File: config.mk
export PLATFORM = sky130hd
export DESIGN_NAME = demux_4_buf_flat
export DESIGN_NICKNAME = d
export VERILOG_FILES = /design/src/rtl/demux_4_buf_if.sv /design/src/rtl/demux_4_buf.sv /design/src/flat_wrapper.sv
export SDC_FILE = /design/constraint.sdc
export NUM_CORES = 1
export LEC_CHECK = 0
export ABC_AREA = 1
export BUFFER_PORTS_ARGS = -buffer_cell sky130_fd_sc_hd__buf_4
export CAP_MARGIN = 20
export CORE_MARGIN = 3
export CORE_UTILIZATION = 35
export CTS_BUF_LIST = sky130_fd_sc_hd__clkbuf_2
export DETAILED_ROUTE_END_ITERATION = 10
export HOLD_SLACK_MARGIN = 0.02
export PLACE_DENSITY = 0.58
export SLEW_MARGIN = 20
export SYNTH_ARGS = -nofsm -noshare
export SYNTH_HDL_FRONTEND = slang
export SYNTH_SLANG_ARGS = --single-unit
File: constraint.sdc
create_clock -name i_clk -period 2.75 [get_ports i_clk]
set_clock_uncertainty 0.1 [all_clocks]
set_input_delay 0.275 -clock i_clk [delete_from_list [all_inputs] [get_ports i_clk]]
set_output_delay 0.275 -clock i_clk [all_outputs]
set_load 0.005 [all_outputs]
File: src/rtl/demux_4_buf_if.sv
// Handshake bundle for demux_4_buf: one valid/ready input lane and four
// buffered output lanes, each with its own valid/ready pair.
interface demux_4_buf_if #(
  parameter int N = 64
);
  logic [N-1:0] i_in;
  logic [1:0]   i_s;
  logic         i_valid;
  logic         o_ready;
  logic [N-1:0] o_out0;
  logic [N-1:0] o_out1;
  logic [N-1:0] o_out2;
  logic [N-1:0] o_out3;
  logic [3:0]   o_valid;
  logic [3:0]   i_ready;

  modport master (
    output i_in, i_s, i_valid, i_ready,
    input  o_ready, o_out0, o_out1, o_out2, o_out3, o_valid
  );

  modport slave (
    input  i_in, i_s, i_valid, i_ready,
    output o_ready, o_out0, o_out1, o_out2, o_out3, o_valid
  );
endinterface

File: src/rtl/demux_4_buf.sv
// Registered 1-to-4 demultiplexer with a one-entry buffer per output, so a
// stalled consumer never blocks traffic headed to the other three.
//
// state (per output) | meaning
// EMPTY (full_q=0)   | no untaken word; o_outk holds the last drained value
// FULL  (full_q=1)   | o_outk holds a word the consumer has not taken yet
module demux_4_buf #(
  parameter int N = 64
) (
  input logic           i_clk,
  input logic           i_reset,
  demux_4_buf_if.slave  bus
);

  logic [N-1:0] data_q [4];
  logic [N-1:0] data_d [4];
  logic [3:0]   full_q;
  logic [3:0]   full_d;
  logic [3:0]   load;
  logic [3:0]   drain;
  logic         ready;

  // Only the selected lane gates acceptance; a slot draining this cycle can
  // be reloaded on the same edge.
  always_comb begin
    ready = !i_reset && (!full_q[bus.i_s] || bus.i_ready[bus.i_s]);
    load  = 4'b0000;
    if (bus.i_valid && ready) begin
      load[bus.i_s] = 1'b1;
    end
    drain  = full_q & bus.i_ready;
    full_d = (full_q & ~drain) | load;
    for (int k = 0; k < 4; k++) begin
      data_d[k] = load[k] ? bus.i_in : data_q[k];
    end
  end

  always_ff @(posedge i_clk) begin
    if (i_reset) begin
      full_q <= 4'b0000;
      for (int k = 0; k < 4; k++) begin
        data_q[k] <= '0;
      end
    end else begin
      full_q <= full_d;
      for (int k = 0; k < 4; k++) begin
        data_q[k] <= data_d[k];
      end
    end
  end

  assign bus.o_ready = ready;
  assign bus.o_valid = full_q;
  assign bus.o_out0  = data_q[0];
  assign bus.o_out1  = data_q[1];
  assign bus.o_out2  = data_q[2];
  assign bus.o_out3  = data_q[3];

endmodule

File: src/flat_wrapper.sv
// flat-port wrapper written by rule: the top's interface ports become plain ports
module demux_4_buf_flat 
#(
  parameter int N = 64
)
  (i_clk, i_reset, bus_i_in, bus_i_s, bus_i_valid, bus_i_ready, bus_o_ready, bus_o_out0, bus_o_out1, bus_o_out2, bus_o_out3, bus_o_valid);
  demux_4_buf_if #(.N(N)) bus_i ();
  input logic i_clk;
  input logic i_reset;
  input wire logic [$bits(bus_i.i_in)-1:0] bus_i_in;
  input wire logic [$bits(bus_i.i_s)-1:0] bus_i_s;
  input wire logic [$bits(bus_i.i_valid)-1:0] bus_i_valid;
  input wire logic [$bits(bus_i.i_ready)-1:0] bus_i_ready;
  output wire logic [$bits(bus_i.o_ready)-1:0] bus_o_ready;
  output wire logic [$bits(bus_i.o_out0)-1:0] bus_o_out0;
  output wire logic [$bits(bus_i.o_out1)-1:0] bus_o_out1;
  output wire logic [$bits(bus_i.o_out2)-1:0] bus_o_out2;
  output wire logic [$bits(bus_i.o_out3)-1:0] bus_o_out3;
  output wire logic [$bits(bus_i.o_valid)-1:0] bus_o_valid;
  assign bus_i.i_in = bus_i_in;
  assign bus_i.i_s = bus_i_s;
  assign bus_i.i_valid = bus_i_valid;
  assign bus_i.i_ready = bus_i_ready;
  assign bus_o_ready = bus_i.o_ready;
  assign bus_o_out0 = bus_i.o_out0;
  assign bus_o_out1 = bus_i.o_out1;
  assign bus_o_out2 = bus_i.o_out2;
  assign bus_o_out3 = bus_i.o_out3;
  assign bus_o_valid = bus_i.o_valid;
  demux_4_buf #(.N(N)) u_core (.i_clk(i_clk), .i_reset(i_reset), .bus(bus_i));
endmodule
## After elaboration in Yosys (flattened, before gate mapping)

Memories as Yosys holds them, arrays and structs flattened.
Index checks and enable logic that the tools add are counted.

| cells by class | value |
|---|---|
| $add $sub $neg | 0 |
| multipliers | 0 |
| divide/modulo/power cells | 0 |
| order comparisons | 2 |
| eq/ne operators | 0 |
| shift operators | 0 |
| mux-type cells | 18 |
| bitwise gates (word level) | 8 |
| reduce and logical (&&, ||, !) cells | 6 |

Operators by type and width:

| cell | number |
|---|---|
| two-way mux 64 bit | 8 |
| AND 4 bit | 2 |
| two-way mux 1 bit | 6 |
| binary-select mux 1 bit (select 2 bit) | 2 |
| two-way mux 4 bit | 1 |
| NOT 4 bit | 1 |
| OR 1 bit | 4 |
| OR 4 bit | 1 |
| logical AND 1 bit | 3 |
| < comparator 2 x 3 -> 1 bit (second input constant) | 1 |
| demux 1 bit (select 2 bit) | 1 |
| >= comparator 2 x 1 -> 1 bit (second input constant) | 1 |
| zero test 1 bit | 2 |
| logical OR 1 bit | 1 |

| storage, ports and cells | value |
|---|---|
| bits in registers | 4 |
| latch bits | 0 |
| RAM bits | 256 |
| bits in read-only memories | 0 |
| input port bits | 73 |
| word-level logic and storage cells | 36 |
| memories | 1 |

Memory list:

| memory | depth | bits a word | read ports | clocked after Yosys merged registers in | wr ports | line | RTL |
|---|---|---|---|---|---|---|---|
| u_core.data_q | 4 | 64 | 4 | 0 | 4 | demux_4_buf.sv:15 | `logic [N-1:0] data_q [4];` |

## Longest topological paths before layout

Gate-level depths: netlist (run 1).

| depth | value |
|---|---|
| depth after elaboration | 9 |
| depth in mapped cells | 13 |

## Worst setup path after synthesis (run 1)

OpenSTA, ideal clock, no wires.

| path | value |
|---|---|
| path kind | input -> register |
| start | in bus_i_s[0] |
| end | mem u_core.data_q[1][54] |
| library setup time | 0.113 ns |
| data arrival time | 1.340 ns |
| required time | 2.537 ns |
| path slack | 1.197 ns |
| cell stages on the path | 11 |
| buffers on the path | 3 |
| path through | buf_4 > nor2_4 > nand2_1 > nand2_1 > nor2_2 > nand2_4 > nand4_4 > buf_6 > buf_4 > nor2_1 > nor2_1 |

RTL lines:

| item | line | RTL |
|---|---|---|
| from (decl) | flat_wrapper.sv:11 | `input wire logic [$bits(bus_i.i_s)-1:0] bus_i_s;` |
| to (decl) | demux_4_buf.sv:15 |  |

## Worst setup path in the final report (run 1)

| path | value |
|---|---|
| start | in i_reset |
| end | reg u_core.full_q[3] (netlist: u_core.bus.o_valid[3]) |

| between the ends | value |
|---|---|
| cells in the longest elaborated chain, start to end | 5 |

Ends and longest elaborated chain:

| item | line | RTL |
|---|---|---|
| from (decl) | flat_wrapper.sv:9 | `input logic i_reset;` |
| zero test 1 bit | demux_4_buf.sv:26 | `ready = !i_reset && (!full_q[bus.i_s] \|\| bus.i_ready[bus.i_s]);` |
| logical AND 1 bit | demux_4_buf.sv:26 |  |
| logical AND 1 bit | demux_4_buf.sv:28 | `if (bus.i_valid && ready) begin` |
| two-way mux 4 bit | demux_4_buf.sv:28 |  |
| OR 4 bit | demux_4_buf.sv:32 | `full_d = (full_q & ~drain) \| load;` |
| to (signal assigned) | demux_4_buf.sv:45 | `full_q <= full_d;` |
| to (decl) | demux_4_buf.sv:17 | `logic [3:0] full_q;` |

Several ways; a longest one is shown, not always the timed one.
A chain may end at the register's enable or synchronous reset.

==> flow_summary.ini, run 1 <==
[status]
status = complete, no violations

[global_routing]
grt-ovfl-total = 0
grt_pass1_wl_mm = 50.5
antenna_found_initial = 3
grt_usage = 0.182
grt_pass1_vias = 9977
grt_max_degree = 99

[yosys]
syn_nets = 1740
ys_warn_count = 0
avgSynthCellArea_um2 = 6.58
synth_cell_types = 17
synth_seq_cells = 260
yosysSeqAreaShare = 0.474
synthCells = 1667
synthesis.area_um2 = 11000

[power]
switchingPower_uw = 2180
finalPower_uw = 7740
p_per_area_nw_per_um2 = 520
p_int_uw = 5560
combPwrFrac = 0.116
p_leak_uw = 0.00865
power_frac_clock = 0.371
seq_power_share = 0.513
swShare = 0.281
peakVddDrop_v = 0.000345

[timing]
fin_crit_ps = 2220
rsz0062_at_grt = no
hold_viol = 0
max_freq_ghz = 0.450
worst_pin_slew_ps = 1100
slew_viol_final = 0
min_period_over_period = 0.807
relSlewSlack = 0.265
fin_tns_setup_ps = 0
holdWs_ps = 125
setup_viol = 0

[drt]
drt_iter0_drc = 480
dr_total_vias = 10400
first_pass_iters = 4
routed_via_density = 4.12
drc = 0
ant_nets = 0
routedWlPerCell_um = 12.4
drt-total-wl_mm = 31.4

[finish]
layoutNonFillerInstCount = 2530
fin_nets = 2149
final_cell_mix = nand2_1 (529), nor2_1 (514), buf_4 (340)
nFillCells = 3173
drive_gt1_frac = 0.221
fin_area_um2 = 14900
areaGrowthSynthToFinish_pct = 35.6
final_common_cell = nand2_1

[flow_run]
cap_violations = 0

[worst_setup_path]
start_kind = primary input
ff2ff_path_depth = 10
end_kind = flop
crit_type = in2reg
cp-startpoint = i_reset
worstPathArrival_ps = 2860
r2r_slack_ps = 590
cp.required_ps = 3390
r2r-start = u_core.bus.o_valid[0]
crit_end = u_core.bus.o_valid[3]
rr_endpoint = u_core.data_q[2][13]
crit_fanout = 65

[placement]
place.port_buffers = 333
gp_congestion = 0.753
dpl_cell_area_um2 = 13500
dpl.cell_count = 2326
hpwl_mm = 21.0

[clock_tree]
insertion_delay_ps = 790
clockBufferDepth = 3
cts_sinks = 260
cts_repair_resize_count = 0
clockRootBuffer = clkbuf_2
htree_num_levels = 3
post_cts_buffers = 0
cts_tree = built
cts.clk_slew.worst_paths_ps = 100
cts_buffers = 73

[hold_path]
min_from = bus_i_s[0]
hold_class = in2reg

[floorplan]
core_area_um2 = 30700
initial_core_util = 0.357
die_w_um = 183
ios = 334
dieArea_um2 = 33500
num_rows = 64
die_y_um = 183
==> worst min path at each step <==
stage / cells past startpoint / endpoint / slack, ps
2_1_floorplan: 1 / u_core.bus.o_valid[0] / 240
3_3_place_gp: 2 / u_core.bus.o_valid[2] / 370
3_5_place_dp: 2 / u_core.bus.o_valid[2] / 380
4_1_cts: 5 / u_core.data_q[0][57] / 20
5_1_grt: 4 / u_core.data_q[2][18] / 90
6_report: 5 / u_core.data_q[0][55] / 130
==> kinds of logic (layout without fill, tap and decap cells) <==
kind of cell,after synthesis,in the layout,share of synthesized area
DFF,260,260,0.474
other,0,3,0
buffers and inverters,349,813,0.155
and+or+nand+nor,1053,1053,0.368
AOI/OAI and AO/OA,5,5,0.00228
==> critical path, cell delays in order <==
cell	delay, ps
dlygate4sd3_1	540
buf_4	170
inv_6	170
buf_4	500
nand4_4	220
buf_12	270
a21oi_1	140
dlygate4sd3_1	550
==> what timing repair did <==
action / 4_1_cts / 5_1_grt
hold buffers: 71 / 0
endpoints found under the hold margin: 260 / 0
setup endpoints to repair: 0 / 0
==> synth_stat cells (all sizes together) <==
master / n / area [µm²]
nand2: 530 / 2000
inv: 264 / 991
a21oi: 5 / 25.0
nand3: 3 / 15.0
nand4: 4 / 85.1
buf: 60 / 617
dfxtp: 260 / 5200
clkbuf: 25 / 93.8
nor2: 516 / 1950
==> sequential cells by signal, summed over array words and instances (netlist names) <==
| signal | cells |
|---|---|
| u_core.bus.o_valid | 4 |
| u_core.data_q | 256 |
==> routing by layer <==
layer | track usage | vias up | routed length [µm]
met1 | 0.217 | 4482 | 13600
met3 | 0.0674 | 54 | 2660
met2 | 0.305 | 293 | 14500
met4 | 0.0612 | 0 | 699
met5 | 0 | - | 0
li1 | - | 5591 | -
==> area by class of cell <==
class,instances,area [µm²],area share
Antenna cell,3,7.51,0.000505
Clock inverter,22,141,0.00950
Timing Repair Buffer,419,3420,0.230
Clock buffer,108,541,0.0363
Tap cell,396,495,0.0333
Multi-Input combinational cell,1058,4070,0.273
Inverter,264,996,0.0669
Sequential cell,260,5200,0.350
==> per-stage QoR <==
step / setup WS, ps / util
6_report: 530 / 0.484
5_1_grt: 388 / 0.484
4_1_cts: 458 / 0.484
3_5_place_dp: 491 / 0.438
3_3_place_gp: 568 / 0.438
2_1_floorplan: 1200 / -
==> power by group through the flow <==
| stage | combinational, µW | sequential, µW | clock (µW) |
|---|---|---|---|
| after CTS | 907 | 3980 | 3020 |
| after detailed placement | 823 | 4060 | 0 |
| after global routing | 1010 | 3990 | 3230 |
| final | 896 | 3970 | 2870 |
| after floorplan | 390 | 4070 | 0 |
| after global placement | 814 | 4060 | 0 |
Note: power is estimated with default switching activity, not from simulation.
==> inputs of run 2 (changes only) <==
==> constraint.sdc (replaced) <==
create_clock -name i_clk -period 2.22 [get_ports i_clk]
set_clock_uncertainty 0.1 [all_clocks]
set_input_delay 0.222 -clock i_clk [delete_from_list [all_inputs] [get_ports i_clk]]
set_output_delay 0.222 -clock i_clk [all_outputs]
set_load 0.005 [all_outputs]
==> run 2 against run 1 <==
- setup slack worse by 340 ps
- via count up 2.4%
- global-route usage grew 0.57 points
- die area is the same
- core utilization is 0.96 points higher
- largest cell class unchanged
==> flow_summary.ini, run 2 (synthesis results as in run 1) <==
[drt]
drt-total-wl_mm = 33.0
routed_via_density = 4.18
drt_iter0_drc = 486
dr_total_vias = 10700
first_pass_iters = 5
routedWlPerCell_um = 12.9
drc = 0
ant_nets = 0

[worst_setup_path]
rr_endpoint = u_core.data_q[0][18]
r2r-start = u_core.bus.o_valid[1]
end_kind = flop
cp.required_ps = 2840
worstPathArrival_ps = 2650
r2r_slack_ps = 190
start_kind = flop
crit_fanout = 47
ff2ff_path_depth = 10
crit_type = reg2reg

[timing]
max_freq_ghz = 0.492
setup_viol = 0
rsz0062_at_grt = no
fin_ws_ps = 188
holdWs_ps = 119
slew_viol_final = 0
worst_pin_slew_ps = 787
relSlewSlack = 0.476
fin_crit_ps = 2030
hold_viol = 0
fin_tns_setup_ps = 0
min_period_over_period = 0.916

[hold_path]
min_to = u_core.data_q[0][12]
hold_path_depth = 7
hold_class = in2reg
min_from = bus_i_s[0]

[floorplan]
core_area_um2 = 30700
die_w_um = 183
die_y_um = 183
dieArea_um2 = 33500
ios = 334
initial_core_util = 0.357
num_rows = 64

[placement]
hpwl_mm = 20.6
gp_congestion = 0.756
place.port_buffers = 333
dpl_worst_slack_ps = 372
dpl.cell_count = 2322

[finish]
largest_reg_flops = 256
layoutNonFillerInstCount = 2550
nFillCells = 3189
regArea_um2 = 5210
drive_gt1_frac = 0.220
multiInputGateArea_um2 = 4080
fin_nets = 2178
areaGrowthSynthToFinish_pct = 38.2
final_cell_mix = nand2_1 (528), nor2_1 (514), buf_4 (336)
final_common_cell = nand2_1
regMostFlops = u_core.data_q

[clock_tree]
insertion_delay_ps = 760
clockRootBuffer = clkbuf_2
htree_num_levels = 3
cts_buffers = 72
cts.clk_slew.worst_paths_ps = 110
post_cts_buffers = 0
cts_sinks = 260
clockBufferDepth = 3
cts_tree = built

[power]
p_int_uw = 6800
power_frac_clock = 0.357
p_leak_uw = 0.00879
switchingPower_uw = 2670
seq_power_share = 0.520
combPwrFrac = 0.123
peakVddDrop_v = 0.000360
swShare = 0.282
p_per_area_nw_per_um2 = 624

[global_routing]
grt-ovfl-total = 0
grt_pass1_wl_mm = 52.1
antenna_found_initial = 3
grt_usage = 0.188
grt_max_degree = 102
grt_pass1_vias = 10200

[flow_run]
cap_violations = 0

[status]
status = complete, no violations
## run 2: worst max-delay path, stage by stage (launching register included)
cell and delay (ps):
dfxtp_2 360, nand2_1 70, nand2_1 60, nand2_1 70, nand2_2 70, nand2_4 130, nand4_4 160, buf_16 240
nor2_1 110, dlygate4sd3_1 550, nor2_1 40
## run 2: cell type report
cell class              instances  area share
inverters                     264      0.0656
flip-flops and latches        260       0.343
clock buffers                 110      0.0363
diodes                          4    0.000660
multi-input cells            1058       0.269
clock inverters                 9     0.00396
well taps                     396      0.0327
repair buffers                449       0.249
## run 2: routing by layer
metal | vias up | share of wire | wire, µm | track usage
li1 | 5633 | - | - | -
met3 | 58 | 0.084 | 2780 | 0.0726
met5 | - | 0 | 0 | 0
met2 | 304 | 0.47 | 15400 | 0.312
met1 | 4674 | 0.43 | 14000 | 0.223
met4 | 0 | 0.022 | 724 | 0.0667
## run 2: how the worst max path moves through the flow
stage	endpoint	slack (ps)	start	depth (start not counted)
finish	u_core.data_q[0][18]	190	u_core.bus.o_valid[1]	10
global route	bus_o_ready	7	u_core.bus.o_valid[1]	6
CTS	bus_o_ready	30	u_core.bus.o_valid[1]	6
detailed placement	u_core.data_q[3][18]	370	bus_i_s[0]	12
global placement	u_core.data_q[3][61]	480	bus_i_s[0]	11
floorplan	u_core.data_q[1][54]	720	bus_i_s[0]	11
## run 2: power groups by stage
stage                     Clock, µW  Sequential [µW]  Combinational (µW)
final                          3390             4920                1160
after global routing           3840             4950                1310
after CTS                      3570             4920                1160
after detailed placement          0             5030                1020
after global placement            0             5020                1010
after floorplan                   0             5040                 483
## run 2: through the flow
stage	area [µm²]	util	power (µW)
after detailed placement	13400	0.437	6050
after floorplan	11000	-	5520
after CTS	15100	0.491	9660
after global placement	13400	0.437	6030
after global routing	15200	0.493	10100
final	15200	0.493	9470
## run 2: repair_timing
| item | 4_1_cts | 5_1_grt |
|---|---|---|
| hold buffers | 103 | 0 |
| hold endpoints to repair | 260 | 0 |
| gates resized for setup | 0 | 5 |
| setup endpoints to repair | 0 | 7 |
==> inputs of run 3 (changes only) <==
--- a/config.mk
+++ b/config.mk
@@ -6,14 +6,14 @@
 export NUM_CORES = 1
 export LEC_CHECK = 0
 export ABC_AREA = 1
-export BUFFER_PORTS_ARGS = -buffer_cell sky130_fd_sc_hd__buf_4
 export CAP_MARGIN = 20
 export CORE_MARGIN = 3
 export CORE_UTILIZATION = 35
 export CTS_BUF_LIST = sky130_fd_sc_hd__clkbuf_2
 export DETAILED_ROUTE_END_ITERATION = 10
+export DONT_BUFFER_PORTS = 1
 export HOLD_SLACK_MARGIN = 0.02
-export PLACE_DENSITY = 0.58
+export PLACE_DENSITY = 0.49
 export SLEW_MARGIN = 20
 export SYNTH_ARGS = -nofsm -noshare
 export SYNTH_HDL_FRONTEND = slang
==> run 3 against run 2 <==
- largest cell class unchanged
- core utilization down 5.4 points
- highest routed layer unchanged
- maximum frequency down 4.2%
- via count decreased by 8.6%
- critical path type unchanged
- total power is 1.8% lower
- first-iteration DRC count is 0.82% higher
- die area stayed put
==> flow_summary.ini, run 3 (synthesis results as in run 1) <==
[worst_setup_path]
end_kind = flop
crit_fanout = 6
cp-startpoint = u_core.bus.o_valid[0]
crit_type = reg2reg
r2r-start = u_core.bus.o_valid[0]
rr_endpoint = u_core.data_q[2][33]
path_cells = nand2_1 -> nand2_1 -> nand2_1 -> nand2_2 -> nand2_4 -> nand4_4 -> buf_6 -> buf_16 -> nor2_1 -> dlygate4sd3_1 -> nor2_1
start_kind = flop
ff2ff_path_depth = 11
worstPathArrival_ps = 2710
r2r_slack_ps = 100
cp.required_ps = 2800
crit_path_max_incr_delay_ps = 570
crit_top_cell = nand2_1
crit_slowest_cell = dlygate4sd3_1

[clock_tree]
cts_tree = built
clockRootBuffer = clkbuf_2
cts_sinks = 260
insertion_delay_ps = 810
htree_num_levels = 3
cts.clk_slew.worst_paths_ps = 110
clockBufferDepth = 3
cts_buffers = 72

[power]
p_per_area_nw_per_um2 = 689
peakVddDrop_v = 0.000306
p_leak_uw = 0.00752
finalPower_uw = 9300

[finish]
regMostFlops = u_core.data_q
drive_gt1_frac = 0.0799
regArea_um2 = 5210
final_common_cell = nand2_1
nFillCells = 3188
multiInputGateArea_um2 = 4070
fin_nets = 1919
areaGrowthSynthToFinish_pct = 23.0
largest_reg_flops = 256
final_cell_mix = nand2_1 (528), nor2_1 (513), inv_1 (261)

[floorplan]
initial_core_util = 0.357
die_y_um = 183
die_w_um = 183
num_rows = 64
dieArea_um2 = 33500
ios = 334
core_area_um2 = 30700

[global_routing]
antenna_found_initial = 1
grt-ovfl-total = 0
grt_usage = 0.179
grt_pass1_wl_mm = 48.9
grt_pass1_vias = 9074
grt_max_degree = 131

[flow_run]
cap_violations = 0

[drt]
drt_iter0_drc = 490
ant_nets = 0
routed_via_density = 4.27
drc = 0
drt-total-wl_mm = 32.6
dr_total_vias = 9755
routedWlPerCell_um = 14.3
first_pass_iters = 5

[placement]
place.port_buffers = 0
hpwl_mm = 19.3
gp_congestion = 0.781

[hold_path]
hold_path_depth = 3
hold_class = in2reg
min_to = u_core.data_q[1][16]
min_from = bus_i_in[16]

[timing]
relSlewSlack = 0.528
slew_viol_final = 0
setup_viol = 0
fin_crit_ps = 2120
worst_pin_slew_ps = 709
max_freq_ghz = 0.471
min_period_over_period = 0.956
hold_viol = 0
fin_tns_setup_ps = 0
rsz0062_at_grt = yes

[status]
status = complete, no violations
## run 3: critical path: cells and delay by family (launching register included)
| family | cells | cell delay, ps |
|---|---|---|
| AND/OR/NAND/NOR | 8 | 680 |
| flip-flops | 1 | 340 |
| buffers and inverters | 3 | 890 |
## run 3: repair_timing
action / CTS / global route
gates resized for setup: 0 / 10
hold buffers: 162 / 1
hold endpoints to repair: 260 / 1
setup buffers: 0 / 8
endpoints found under the setup margin: 0 / 34
## run 3: cell type report
cell class,instances,share of cell area
diodes,1,0.000185
clock buffers,106,0.0393
clock inverters,12,0.00788
inverters,264,0.0740
multi-input cells,1058,0.302
flip-flops and latches,260,0.386
well taps,396,0.0367
repair buffers,190,0.154
## run 3: worst max-delay path by stage
| stage | end | slack (ps) | cells past startpoint |
|---|---|---|---|
| final | u_core.data_q[2][33] | 100 | 11 |
| after global routing | u_core.bus.o_valid[3] | -10 | 8 |
| after CTS | u_core.data_q[1][62] | 1 | 10 |
| after detailed placement | u_core.data_q[3][22] | 350 | 10 |
| after global placement | u_core.data_q[3][35] | 390 | 10 |
| after floorplan | u_core.data_q[1][54] | 720 | 11 |
## run 3: layer usage
layer / GRT usage / share of wire / vias to the layer above
li1: - / - / 5120
met1: 0.210 / 0.42 / 4266
met2: 0.287 / 0.45 / 308
met3: 0.0801 / 0.096 / 61
met4: 0.0737 / 0.028 / 0
met5: 0 / 0 / -
## run 3: metrics by stage
stage | area (µm²) | setup slack, ps | util | hold WS [ps] | std cells
6_report | 13500 | 97.8 | 0.439 | 163 | 2287
5_1_grt | 13500 | -12.2 | 0.439 | 43.5 | 2287
4_1_cts | 13300 | 1.11 | 0.431 | 20.3 | 2272
3_5_place_dp | 11000 | 352 | 0.358 | 197 | 1992
3_3_place_gp | 11000 | 389 | 0.358 | 194 | 1992
2_1_floorplan | 11000 | 720 | - | 191 | 1667
## run 3: power breakdown
part / internal, µW / switching (µW) / total [µW]
combinational: 353 / 479 / 832
clock: 1480 / 2000 / 3480
sequential: 4830 / 161 / 4990
